==> config.mk <==
export PLATFORM = sky130hd
export DESIGN_NAME = i2s_tx
export DESIGN_NICKNAME = d
export VERILOG_FILES = /design/src/rtl/i2s_pkg.sv /design/src/rtl/i2s_clkgen.sv /design/src/rtl/i2s_tx.sv
export SDC_FILE = /design/constraint.sdc
export NUM_CORES = 1
export LEC_CHECK = 0
export BUFFER_PORTS_ARGS = -buffer_cell sky130_fd_sc_hd__buf_2
export CAP_MARGIN = 20
export CORE_MARGIN = 2
export CORE_UTILIZATION = 35
export CTS_CLUSTER_SIZE = 28
export DETAILED_ROUTE_END_ITERATION = 7
export GPL_TIMING_DRIVEN = 0
export PLACE_DENSITY_LB_ADDON = 0.2
export SLEW_MARGIN = 20
export SYNTH_ARGS = -nofsm -noshare
export SYNTH_HDL_FRONTEND = slang
export SYNTH_SLANG_ARGS = --single-unit
==> constraint.sdc <==
create_clock -name clk -period 3.9 [get_ports clk]
set_clock_uncertainty 0.15 [all_clocks]
set_input_delay 0.39 -clock clk [delete_from_list [all_inputs] [get_ports clk]]
set_output_delay 0.39 -clock clk [all_outputs]
set_load 0.05 [all_outputs]
==> src/rtl/i2s_pkg.sv <==
// i2s_pkg: frame constants and slot bit mapping shared by the I2S transmitter
package i2s_pkg;
  localparam int FRAME_BITS = 64;
  localparam int SLOT_BITS = 32;
  // Data index inside a slot for frame bit b (MSB at slot bit 1), -1 for padding.
  function automatic int bit_index(input int b, input int dw);
    int s;
    s = b % SLOT_BITS;
    return (s >= 1 && s <= dw) ? dw - s : -1;
  endfunction
endpackage

==> src/rtl/i2s_clkgen.sv <==
// i2s_clkgen: free-running phase counter producing mclk, sclk and the sclk-fall strobe
// clk, reset : system clock, async active-high reset
// mclk, sclk : registered master and bit clocks
// fall_evt   : high in the cycle whose rising clk edge drives sclk low
module i2s_clkgen #(
  parameter int MCLK_HALF = 4
) (
  input  logic clk,
  input  logic reset,
  output logic mclk,
  output logic sclk,
  output logic fall_evt
);
  localparam int PER = 8 * MCLK_HALF;
  localparam int PW = $clog2(PER);
  logic [PW-1:0] ph, ph_next;
  always_comb begin
    fall_evt = int'(ph) == PER - 1;
    ph_next = fall_evt ? '0 : ph + PW'(1);
  end
  always_ff @(posedge clk or posedge reset)
    if (reset) begin
      ph <= '0;
      mclk <= 1'b0;
      sclk <= 1'b0;
    end else begin
      ph <= ph_next;
      mclk <= int'(ph_next) % (2 * MCLK_HALF) >= MCLK_HALF;
      sclk <= int'(ph_next) >= 4 * MCLK_HALF;
    end
endmodule

==> src/rtl/i2s_tx.sv <==
// i2s_tx: Philips I2S stereo transmitter with one-deep holding register
// clk, reset           : system clock, async active-high reset
// pcm_l, pcm_r         : signed samples, taken when in_valid && in_ready
// in_valid, in_ready   : input handshake; in_ready means holding register empty
// mclk, sclk, lrck     : DAC clocks (lrck 0 = left)
// sdata                : serial data, MSB first, one sclk after the lrck edge
// frame_tick, underrun : one-clk pulses at frame start / frame without new sample
module i2s_tx
  import i2s_pkg::*;
#(
  parameter int MCLK_HALF = 4,
  parameter int DW = 16
) (
  input  logic          clk,
  input  logic          reset,
  input  logic [DW-1:0] pcm_l,
  input  logic [DW-1:0] pcm_r,
  input  logic          in_valid,
  output logic          in_ready,
  output logic          mclk,
  output logic          sclk,
  output logic          lrck,
  output logic          sdata,
  output logic          frame_tick,
  output logic          underrun
);
  localparam int BW = $clog2(FRAME_BITS);
  logic fall_evt, hold_full, load, sbit;
  logic [DW-1:0] hold_l, hold_r, sh_l, sh_r, word;
  logic [BW-1:0] bit_cnt, b;
  int idx;
  i2s_clkgen #(.MCLK_HALF(MCLK_HALF)) u_clkgen (
    .clk(clk),
    .reset(reset),
    .mclk(mclk),
    .sclk(sclk),
    .fall_evt(fall_evt)
  );
  assign in_ready = ~hold_full;
  // Everything below is evaluated for the bit that starts on the coming fall event.
  always_comb begin
    b = bit_cnt + BW'(1);
    load = fall_evt && b == '0;
    idx = bit_index(int'(b), DW);
    word = int'(b) >= SLOT_BITS ? sh_r : sh_l;
    sbit = idx >= 0 && |(word & (DW'(1) << idx));
  end
  always_ff @(posedge clk or posedge reset)
    if (reset) begin
      hold_full <= 1'b0;
      hold_l <= '0;
      hold_r <= '0;
      sh_l <= '0;
      sh_r <= '0;
      bit_cnt <= '1;
      lrck <= 1'b0;
      sdata <= 1'b0;
      frame_tick <= 1'b0;
      underrun <= 1'b0;
    end else begin
      frame_tick <= load;
      underrun <= load && !hold_full;
      if (fall_evt) begin
        bit_cnt <= b;
        lrck <= int'(b) >= SLOT_BITS;
        sdata <= sbit;
      end
      // A load with an empty hold keeps the old shift data, so the frame repeats.
      if (load && hold_full) begin
        sh_l <= hold_l;
        sh_r <= hold_r;
        hold_full <= 1'b0;
      end else if (in_valid && !hold_full) begin
        hold_l <= pcm_l;
        hold_r <= pcm_r;
        hold_full <= 1'b1;
      end
    end
endmodule

==> flow_summary.yaml, run 1 <==
power_and_ir_drop:
  leakagePower_uw: 0.00208
  cell_internal_pwr_uw: 1240
  p_per_area_nw_per_um2: 360
  seqPwrFrac_pct: 56.8
  vdd_drop_max_mv: 0.210
  swShare_pct: 22.2
  switching_power_uw: 353
  pwr-share-clk_pct: 38.4
  power_frac_comb_pct: 4.7
setup_path:
  crit_path_end_kind: "flop"
  path_class: "flop to flop"
  crit_fanout: 10
  critPathLaunchType: "flop"
  cp.arrival_ps: 3610
  required_ps: 4020
finish:
  nets: 392
  final_cell_mix: "dfrtp_1, buf_2, mux2_2"
  final_common_cell: "dfrtp_1"
  drive_gt1_share_pct: 35.9
  insertedDiodeCount: 0
  area_growth_pct: 16.2
  final_cells: 497
routing:
  vias: 2485
  drc: 0
  drtIter0Drc: 111
  routed_via_density: 5.00
  wl_per_cell_um: 15.2
  drtPass1Iterations: 5
  drt-total-wl_um: 7550
  ant_nets: 0
placed_design:
  placedCellCount: 480
  hpwlAfterDp_um: 5540
  io_buffer_count: 41
  gp_congestion: 0.905
timing:
  clock.fmax_ghz: 0.287
  worst_pin_slew_ps: 702
  maxSlewHeadroom_pct: 53.2
  hold_viol_final: 0
  finalSetupTns_ps: 0
  min_period_ps: 3490
  min_period_over_period_pct: 89.4
  final-max-slew-violation-count: 0
  rsz0062_at_grt: "false"
  setup_viol: 0
floorplan:
  core_area_um2: 10700
  num_rows: 38
  die_width_um: 108
  ios: 42
  dieArea_um2: 11700
  die_y_um: 108
  start_util_pct: 35.5
yosys:
  synthTopCellsByArea: "dfrtp_1, mux2_2, mux2_1"
  synthFlopType: "dfrtp_1"
  ys_ff_latch: 81
  yosysWarnings: 0
  mappedNetlistArea_um2: 3800
  ys_async_sr_fraction_pct: 100
  synth-edff-count: 0
  synth_top_area_share_pct: 49.4
  syn_inst: 298
  postSynthAreaPerCell_um2: 12.7
  syn-num-nets: 338
  yosysSeqAreaShare_pct: 53.6
  yosysTopAreaCell: "dfrtp_1"
  ys_types: 60
clock_tree:
  cts_setup_buffers: 0
  cts_buffers: 9
  cts_tree: "done"
  clkSinkCount: 81
  clock-root-buffer: "clkbuf_8"
  cts_buffer_depth: 2
  path_clk_slew_ps: 80
  clkLatencyLatePin_ps: 350
  h-tree-depth: 3
global_routing:
  antenna_found_initial: 0
  grt_use_total_pct: 14.9
  grt_overflow: 0
  grt_pass1_wl_um: 13200
  grt_max_degree: 43
  grt_pass1_vias: 2604
flow_run:
  max_cap_violations: 0
outcome:
  status: "complete, no violations"
worst_hold_path:
  holdCritPathClass: "input port to flop"
## worst paths after layout
kind / from / end / slack (ps) / cells past startpoint
worst max-delay path: bit_cnt[0]$_DFFE_PP1P_ / sdata$_DFFE_PP0P_ / 410 / 12
worst min-delay path: in_valid / hold_full$_DFFE_PP0P_ / 100 / 2
worst max register to register: bit_cnt[0]$_DFFE_PP1P_ / sdata$_DFFE_PP0P_ / 410 / 12
worst min register to register: u_clkgen.ph[0]$_DFF_PP0_ / u_clkgen.ph[0]$_DFF_PP0_ / 300 / 1
max in group asynchronous: reset / sh_l[14]$_DFFE_PP0P_ / 2530 / 4
min in group asynchronous: reset / hold_l[2]$_DFFE_PP0P_ / 480 / 3
## area by class of cell
| type | count | area [µm²] |
|---|---|---|
| plain buffers | 17 | 105 |
| clock buffers | 10 | 138 |
| clock inverters | 6 | 57.6 |
| fillers | 1041 | 6280 |
| inverters | 8 | 32.5 |
| multi-input cells | 192 | 1640 |
| flip-flops and latches | 81 | 2030 |
| well taps | 140 | 175 |
| repair buffers | 43 | 235 |
## through the flow
step	area (µm²)	utilization, %	worst slack (ps)	power [µW]	hold WS (ps)
2_1_floorplan	3800	-	706	961	275
3_5_place_dp	4200	39.3	235	1000	292
3_3_place_gp	4180	39.0	258	992	290
6_report	4410	41.3	412	1590	101
5_1_grt	4410	41.3	150	1670	91.3
4_1_cts	4400	41.2	199	1620	89.1
## power by group through the flow
stage                     clock network [µW]  logic [µW]  registers (µW)
after floorplan                            0        49.9             911
after global placement                     0        71.7             920
after detailed placement                   0        77.5             922
after CTS                                634        78.5             905
after global routing                     674        87.0             911
final                                    611        75.4             904
## cells in the mapped netlist, types with 2 or more instances
| master | number |
|---|---|
| nor2_1 | 13 |
| clkbuf_1 | 3 |
| mux2_2 | 40 |
| mux2_1 | 29 |
| o21ai_0 | 5 |
| nand2b_1 | 4 |
| a31oi_1 | 2 |
| o41ai_1 | 2 |
| nor2b_1 | 4 |
| nor3_1 | 2 |
| a211oi_1 | 4 |
| inv_1 | 8 |
| dfstp_2 | 6 |
| and3_1 | 2 |
| o22ai_1 | 2 |
| buf_4 | 2 |
| mux2i_1 | 5 |
| ha_1 | 5 |
| nand3_1 | 9 |
| buf_1 | 6 |
| nand2_1 | 14 |
| xnor2_1 | 7 |
| nand4_1 | 2 |
| buf_2 | 2 |
| a21oi_1 | 5 |
| buf_6 | 4 |
| dfrtp_1 | 75 |
| xor2_1 | 4 |
## per-layer routing
| metal | track usage, % | part of all wire [%] |
|---|---|---|
| met2 | 23.1 | 47 |
| met5 | 0 | 0 |
| met4 | 6.32 | 2.3 |
| met1 | 19.9 | 47 |
| met3 | 3.74 | 3.7 |
## worst max-delay path, stage by stage, from the launching register on
cell and delay [ps]:
dfstp_2 540, ha_1 170, clkbuf_2 220, nand3_1 180, xor2_2 290, inv_1 130
ha_1 250, o41ai_1 470, a31o_2 210, a2111o_1 110, o221ai_1 100, o311a_1 320
a311oi_2 230
## timing repair
item	4_1_cts	5_1_grt
setup endpoints to repair	0	1
endpoints found under the hold margin	33	0
hold buffers	1	0
gates resized for setup	0	3
## sequential cells by signal (all words and copies together) (netlist names)
signal and count:
bit_cnt 6, frame_tick 1, hold_full 1, hold_l 16, hold_r 16, lrck 1
sdata 1, sh_l 16, sh_r 16, u_clkgen.mclk 1, u_clkgen.ph 5, underrun 1
## kinds of logic (layout without fill, tap and decap cells)
kind of cell / Yosys count / after routing / share of synthesized area (%)
multiplexers: 74 / 74 / 21.8
AND/OR/NAND/NOR: 61 / 61 / 8.47
adder cells (fa/ha/maj): 5 / 5 / 1.65
AO/OA/AOI/OAI: 41 / 41 / 8.44
buffers and inverters: 25 / 84 / 3.53
flip-flops: 81 / 81 / 53.6
XOR/XNOR: 11 / 11 / 2.54
No activity file was read; power rests on OpenSTA's default activity.
==> inputs of run 2 (changes only) <==
--- a/config.mk
+++ b/config.mk
@@ -7,7 +7,6 @@
 export LEC_CHECK = 0
 export BUFFER_PORTS_ARGS = -buffer_cell sky130_fd_sc_hd__buf_2
-export CAP_MARGIN = 20
 export CORE_MARGIN = 2
-export CORE_UTILIZATION = 35
+export CORE_UTILIZATION = 25
 export CTS_CLUSTER_SIZE = 28
 export DETAILED_ROUTE_END_ITERATION = 7
==> constraint.sdc (replaced) <==
create_clock -name clk -period 3.9 [get_ports clk]
set_clock_uncertainty 0.15 [all_clocks]
set_input_delay 0.195 -clock clk [delete_from_list [all_inputs] [get_ports clk]]
set_output_delay 0.195 -clock clk [all_outputs]
set_load 0.05 [all_outputs]
==> run 2 against run 1 <==
  * Combinational power up 35%
  * Die area up 38%
  * Routed wire length up 9.8%
  * Sequential share of layout area down 4.9 points
  * Critical path type unchanged
==> flow_summary.yaml, run 2 (synthesized netlist as in run 1, its figures left out) <==
outcome:
  status: "complete, no violations"
routing:
  drt-total-wl_um: 8290
  vias: 2559
  wl_per_cell_um: 14.3
  ant_nets: 0
  drtIter0Drc: 93
  drc: 0
  drtPass1Iterations: 4
  routed_via_density: 4.43
floorplan:
  core_area_um2: 15000
  die_width_um: 127
  num_rows: 45
  dieArea_um2: 16200
  ios: 42
  start_util_pct: 25.3
  die_y_um: 127
setup_path:
  worstPathCellList: "ha_1 -> clkbuf_1 -> nand3_1 -> xor2_2 -> inv_1 -> ha_1 -> o41ai_1 -> a31o_2 -> a2111o_1 -> o221ai_1 -> o311a_1 -> a311oi_2"
  path_common_cell: "ha_1"
  path_class: "flop to flop"
  crit_path_end_kind: "flop"
  cp.arrival_ps: 3740
  cp_top_family: "compound AO/OA/AOI/OAI gates"
  cp_num_buf_inv: 2
  critPathLaunchType: "flop"
  cpMaxStageDelayCell: "dfstp_2"
  crit_fanout: 10
  slowest_delay_ps: 530
  required_ps: 3990
clock_tree:
  h-tree-depth: 3
  cts_tree: "done"
  cts_buffer_depth: 2
  clkSinkCount: 81
  clock-root-buffer: "clkbuf_16"
  path_clk_slew_ps: 70
  cts_buffers: 9
  clkLatencyLatePin_ps: 330
finish:
  final_cells: 578
  drive_gt1_share_pct: 32.6
  nets: 425
  fill_cells: 1541
  area_growth_pct: 30.2
  final_area_um2: 4940
  final_common_cell: "dfrtp_1"
  final_cell_mix: "dfrtp_1, buf_2, mux2_2"
  insertedDiodeCount: 0
timing:
  min_period_ps: 3650
  clock.fmax_ghz: 0.274
  min_period_over_period_pct: 93.6
  final-max-slew-violation-count: 0
  worst_pin_slew_ps: 656
  maxSlewHeadroom_pct: 56.3
  setup_viol: 0
  hold_viol_final: 0
placed_design:
  hpwlAfterDp_um: 6070
  io_buffer_count: 41
  place_area_um2: 4270
  gp_congestion: 0.810
  placedCellCount: 528
power_and_ir_drop:
  cell_internal_pwr_uw: 1530
  switching_power_uw: 404
  swShare_pct: 20.9
  pwr-share-clk_pct: 47.9
  power_uw: 1940
  leakagePower_uw: 0.00227
  power_frac_comb_pct: 5.3
  vdd_drop_max_mv: 0.221
  seqPwrFrac_pct: 46.8
  p_per_area_nw_per_um2: 392
global_routing:
  grt_pass1_vias: 2679
  antenna_found_initial: 0
  grt_use_total_pct: 11.1
  grt_pass1_wl_um: 14100
  grt_overflow: 0
  grt_max_degree: 54
worst_hold_path:
  holdCritPathClass: "input port to async pin"
flow_run:
  max_cap_violations: 0
[run 2: changes by cell type in the layout (fill, tap and decap cells not counted), sizes merged]
cell,delta
bufinv,+1
clkinv,-2
dlygate4sd3,+33
inv,+1
[run 2: cell type report]
| type | instances | area [µm²] | share of cell area (%) |
|---|---|---|---|
| Sequential cell | 81 | 2030 | 41.2 |
| Tap cell | 188 | 235 | 4.76 |
| Timing Repair Buffer | 76 | 573 | 11.6 |
| Multi-Input combinational cell | 192 | 1640 | 33.1 |
| Buffer | 17 | 104 | 2.10 |
| Clock buffer | 10 | 239 | 4.83 |
| Clock inverter | 6 | 90.1 | 1.82 |
| Inverter | 8 | 32.5 | 0.658 |
[run 2: stage by stage]
step	util, %	hold slack (ps)	setup WS [ps]	TNS [ps]
final	32.9	255	250	0
after global routing	32.9	297	-0.356	-0.356
after CTS	32.8	267	157	0
after detailed placement	28.4	75.3	206	0
after global placement	28.2	278	230	0
after floorplan	-	162	706	0
[run 2: timing repair]
action / in CTS / in global routing
setup buffers: 0 / 0
endpoints found under the setup margin: 0 / 1
endpoints found under the hold margin: 55 / 0
resized for setup: 0 / 1
hold buffers: 34 / 0
[run 2: worst register-to-register path, cell delays in order, from the launching register on]
cell and delay [ps]:
dfstp_2 530, ha_1 170, clkbuf_1 350, nand3_1 230
xor2_2 290, inv_1 130, ha_1 250, o41ai_1 470
a31o_2 210, a2111o_1 110, o221ai_1 100, o311a_1 320
a311oi_2 240
[run 2: metal layers]
metal,GRT usage [%],share of wire [%],vias up
met4,3.17,1.7,0
met1,14.9,49,1263
met2,17.9,46,42
met3,2.60,3.1,13
met5,0,0,-
li1,-,-,1241
[run 2: path summary, 6_finish.rpt]
check / from / end / slack, ps / cells after the start
max: bit_cnt[0]$_DFFE_PP1P_ / sdata$_DFFE_PP0P_ / 250 / 12
min: reset / sh_l[10]$_DFFE_PP0P_ / 250 / 3
max reg2reg: bit_cnt[0]$_DFFE_PP1P_ / sdata$_DFFE_PP0P_ / 250 / 12
min reg2reg: u_clkgen.ph[0]$_DFF_PP0_ / u_clkgen.ph[0]$_DFF_PP0_ / 300 / 1
max in group asynchronous: reset / u_clkgen.ph[1]$_DFF_PP0_ / 2750 / 4
min in group clk: u_clkgen.ph[0]$_DFF_PP0_ / u_clkgen.ph[0]$_DFF_PP0_ / 300 / 1
[run 2: power by group through the flow]
stage          clock network [µW]  registers [µW]  logic (µW)
2_1_floorplan                   0             911        49.9
3_3_place_gp                    0             921        72.4
3_5_place_dp                    0             923        79.4
4_1_cts                       950             907         105
5_1_grt                       990             912         115
6_report                      928             906         102
==> inputs of run 3 (changes only) <==
ABC_AREA = 1   (was unset)
HOLD_SLACK_MARGIN = 0.1   (was unset)
REMOVE_ABC_BUFFERS = 1   (was unset)
==> run 3 against run 2 <==
  * Global-route usage is 0.60 points lower
  * Utilization decreased by 1.3 points
  * Combinational power is 6% higher
  * Flip-flop and latch count unchanged
==> flow_summary.yaml, run 3 <==
timing:
  rsz0062_at_grt: "false"
  final-max-slew-violation-count: 0
  setup_viol: 0
  finalSetupTns_ps: 0
  min_period_over_period_pct: 73.7
  whs_ps: 227
  hold_viol_final: 0
  worst_pin_slew_ps: 620
  min_period_ps: 2870
  clock.fmax_ghz: 0.348
  maxSlewHeadroom_pct: 58.6
routing:
  ant_nets: 0
  wl_per_cell_um: 10.9
  vias: 2919
  drc: 0
  drtIter0Drc: 111
  drtPass1Iterations: 4
  drt-total-wl_um: 7610
  routed_via_density: 4.18
finish:
  fill_cells: 1632
  final_common_cell: "nand2_1"
  nets: 545
  final_area_um2: 4770
  insertedDiodeCount: 0
  final_cell_mix: "nand2_1, dfrtp_1, inv_1"
  area_growth_pct: 24.4
  drive_gt1_share_pct: 19.0
outcome:
  status: "complete, no violations"
clock_tree:
  cts_tree: "done"
  post_cts_resized: 0
  path_clk_slew_ps: 60
  clock-root-buffer: "clkbuf_16"
  clkLatencyLatePin_ps: 340
  h-tree-depth: 3
  clkSinkCount: 81
  cts_buffer_depth: 2
  cts_buffers: 9
setup_path:
  r2r_slack_ps: 1030
  crit_fanout: 63
  critPathLaunchType: "flop"
  worstReg2RegStart: "bit_cnt[0]$_DFFE_PP1P_"
  r2r_end: "sh_r[0]$_DFFE_PP0P_"
  required_ps: 3970
  reg2regPathDepth: 9
  path_class: "flop to flop"
  crit_path_end_kind: "flop"
  cp.arrival_ps: 2940
yosys:
  synth_compound_area_share_pct: 9.11
  yosysTopAreaCell: "dfrtp_1"
  synth_adder_area_share_pct: 1.63
  ys_ff_latch: 81
  synth_xor_area_share_pct: 0.229
  syn_inst: 438
  yosysWarnings: 0
  ys_async_sr_fraction_pct: 100
  postSynthAreaPerCell_um2: 8.75
  synth-simple-area-share_pct: 24.6
  synth_top_family_by_area: "simple AND/OR/NAND/NOR gates"
  synthTopCellsByArea: "dfrtp_1, nand2_1, inv_1"
  mappedNetlistArea_um2: 3830
  synthFlopType: "dfrtp_1"
  synthTopCellsByCount: "nand2_1, dfrtp_1, inv_1"
  synth_top_area_share_pct: 49.0
  yosysSeqAreaShare_pct: 53.1
  yosysMostFrequentCell: "nand2_1"
  ys_types: 33
  synth-edff-count: 0
  synth_mux_area_share_pct: 1.76
floorplan:
  dieArea_um2: 16300
  die_y_um: 128
  core_area_um2: 15100
  ios: 42
  start_util_pct: 25.4
  die_width_um: 128
  num_rows: 45
flow_run:
  max_cap_violations: 0
global_routing:
  grt_pass1_vias: 2874
  grt_overflow: 0
  grt_use_total_pct: 10.5
  grt_max_degree: 64
  grt_pass1_wl_um: 13500
  antenna_found_initial: 0
power_and_ir_drop:
  vdd_drop_max_mv: 0.142
  leakagePower_uw: 0.00241
  p_per_area_nw_per_um2: 369
placed_design:
  gp_congestion: 0.749
  place_area_um2: 4160
  hpwlAfterDp_um: 5300
  io_buffer_count: 41
worst_hold_path:
  holdCritPathClass: "input port to async pin"
==> run 3: worst max-delay path by stage <==
stage                                   from                      end  slack [ps]  depth (start not counted)
global placement                       reset  u_clkgen.mclk$_DFF_PP0_         410                          2
CTS                 u_clkgen.ph[0]$_DFF_PP0_      sh_r[0]$_DFFE_PP0P_         590                         10
floorplan             bit_cnt[0]$_DFFE_PP1P_     sh_l[15]$_DFFE_PP0P_        1170                          9
global route        u_clkgen.ph[0]$_DFF_PP0_      sh_r[0]$_DFFE_PP0P_         690                         10
finish                bit_cnt[0]$_DFFE_PP1P_      sh_r[0]$_DFFE_PP0P_        1030                          9
detailed placement  u_clkgen.ph[0]$_DFF_PP0_     sh_l[15]$_DFFE_PP0P_         630                         10
==> run 3: worst max-delay path, cell delays in order (launching register included) <==
cell,delay (ps)
dfstp_2,690
ha_1,340
nand3_1,130
nand2_1,140
nand2_4,80
nor3_1,200
nand2_1,120
inv_2,100
nand2_4,310
mux2_1,440
==> run 3: timing repair <==
| action | 4_1_cts | 5_1_grt |
|---|---|---|
| endpoints found under the hold margin | 112 | 0 |
| buffers inserted | 0 | 0 |
| hold buffers | 34 | 0 |
==> run 3: where the power goes <==
group / total [µW] / internal (µW) / switching, µW
Combinational: 108 / 55.3 / 52.5
Clock: 763 / 449 / 314
Sequential: 889 / 879 / 9.71
==> run 3: final cells by class <==
type / instances / area [µm²] / area share, %
Clock inverter: 1 / 5.00 / 0.105
Sequential cell: 81 / 2030 / 42.7
Inverter: 52 / 203 / 4.25
Clock buffer: 15 / 258 / 5.41
Tap cell: 188 / 235 / 4.94
Timing Repair Buffer: 77 / 593 / 12.4
Multi-Input combinational cell: 284 / 1440 / 30.2
==> run 3: cell families (layout without fill, tap and decap cells) <==
group           count (synthesis)  count (layout)
xor+xnor                        1               1
buf+inv                        73             145
fa+ha+maj                       5               5
mux                             6               6
flops                          81              81
compound gates                 69              69
simple gates                  203             203
==> run 3: stage by stage <==
step / util [%] / cells / power (µW) / setup slack, ps
after floorplan: - / 417 / 952 / 1170
after global placement: 27.2 / 646 / 984 / 414
after detailed placement: 27.6 / 648 / 990 / 633
after CTS: 31.6 / 698 / 1800 / 595
after global routing: 31.6 / 698 / 1850 / 688
final: 31.6 / 698 / 1760 / 1030
==> run 3: routing by layer <==
metal | GRT usage (%) | vias to the layer above | wire length, µm
li1 | - | 1522 | -
met3 | 3.05 | 10 | 276
met1 | 13.1 | 1353 | 3700
met4 | 4.65 | 0 | 151
met2 | 16.7 | 34 | 3480
met5 | 0 | - | 0
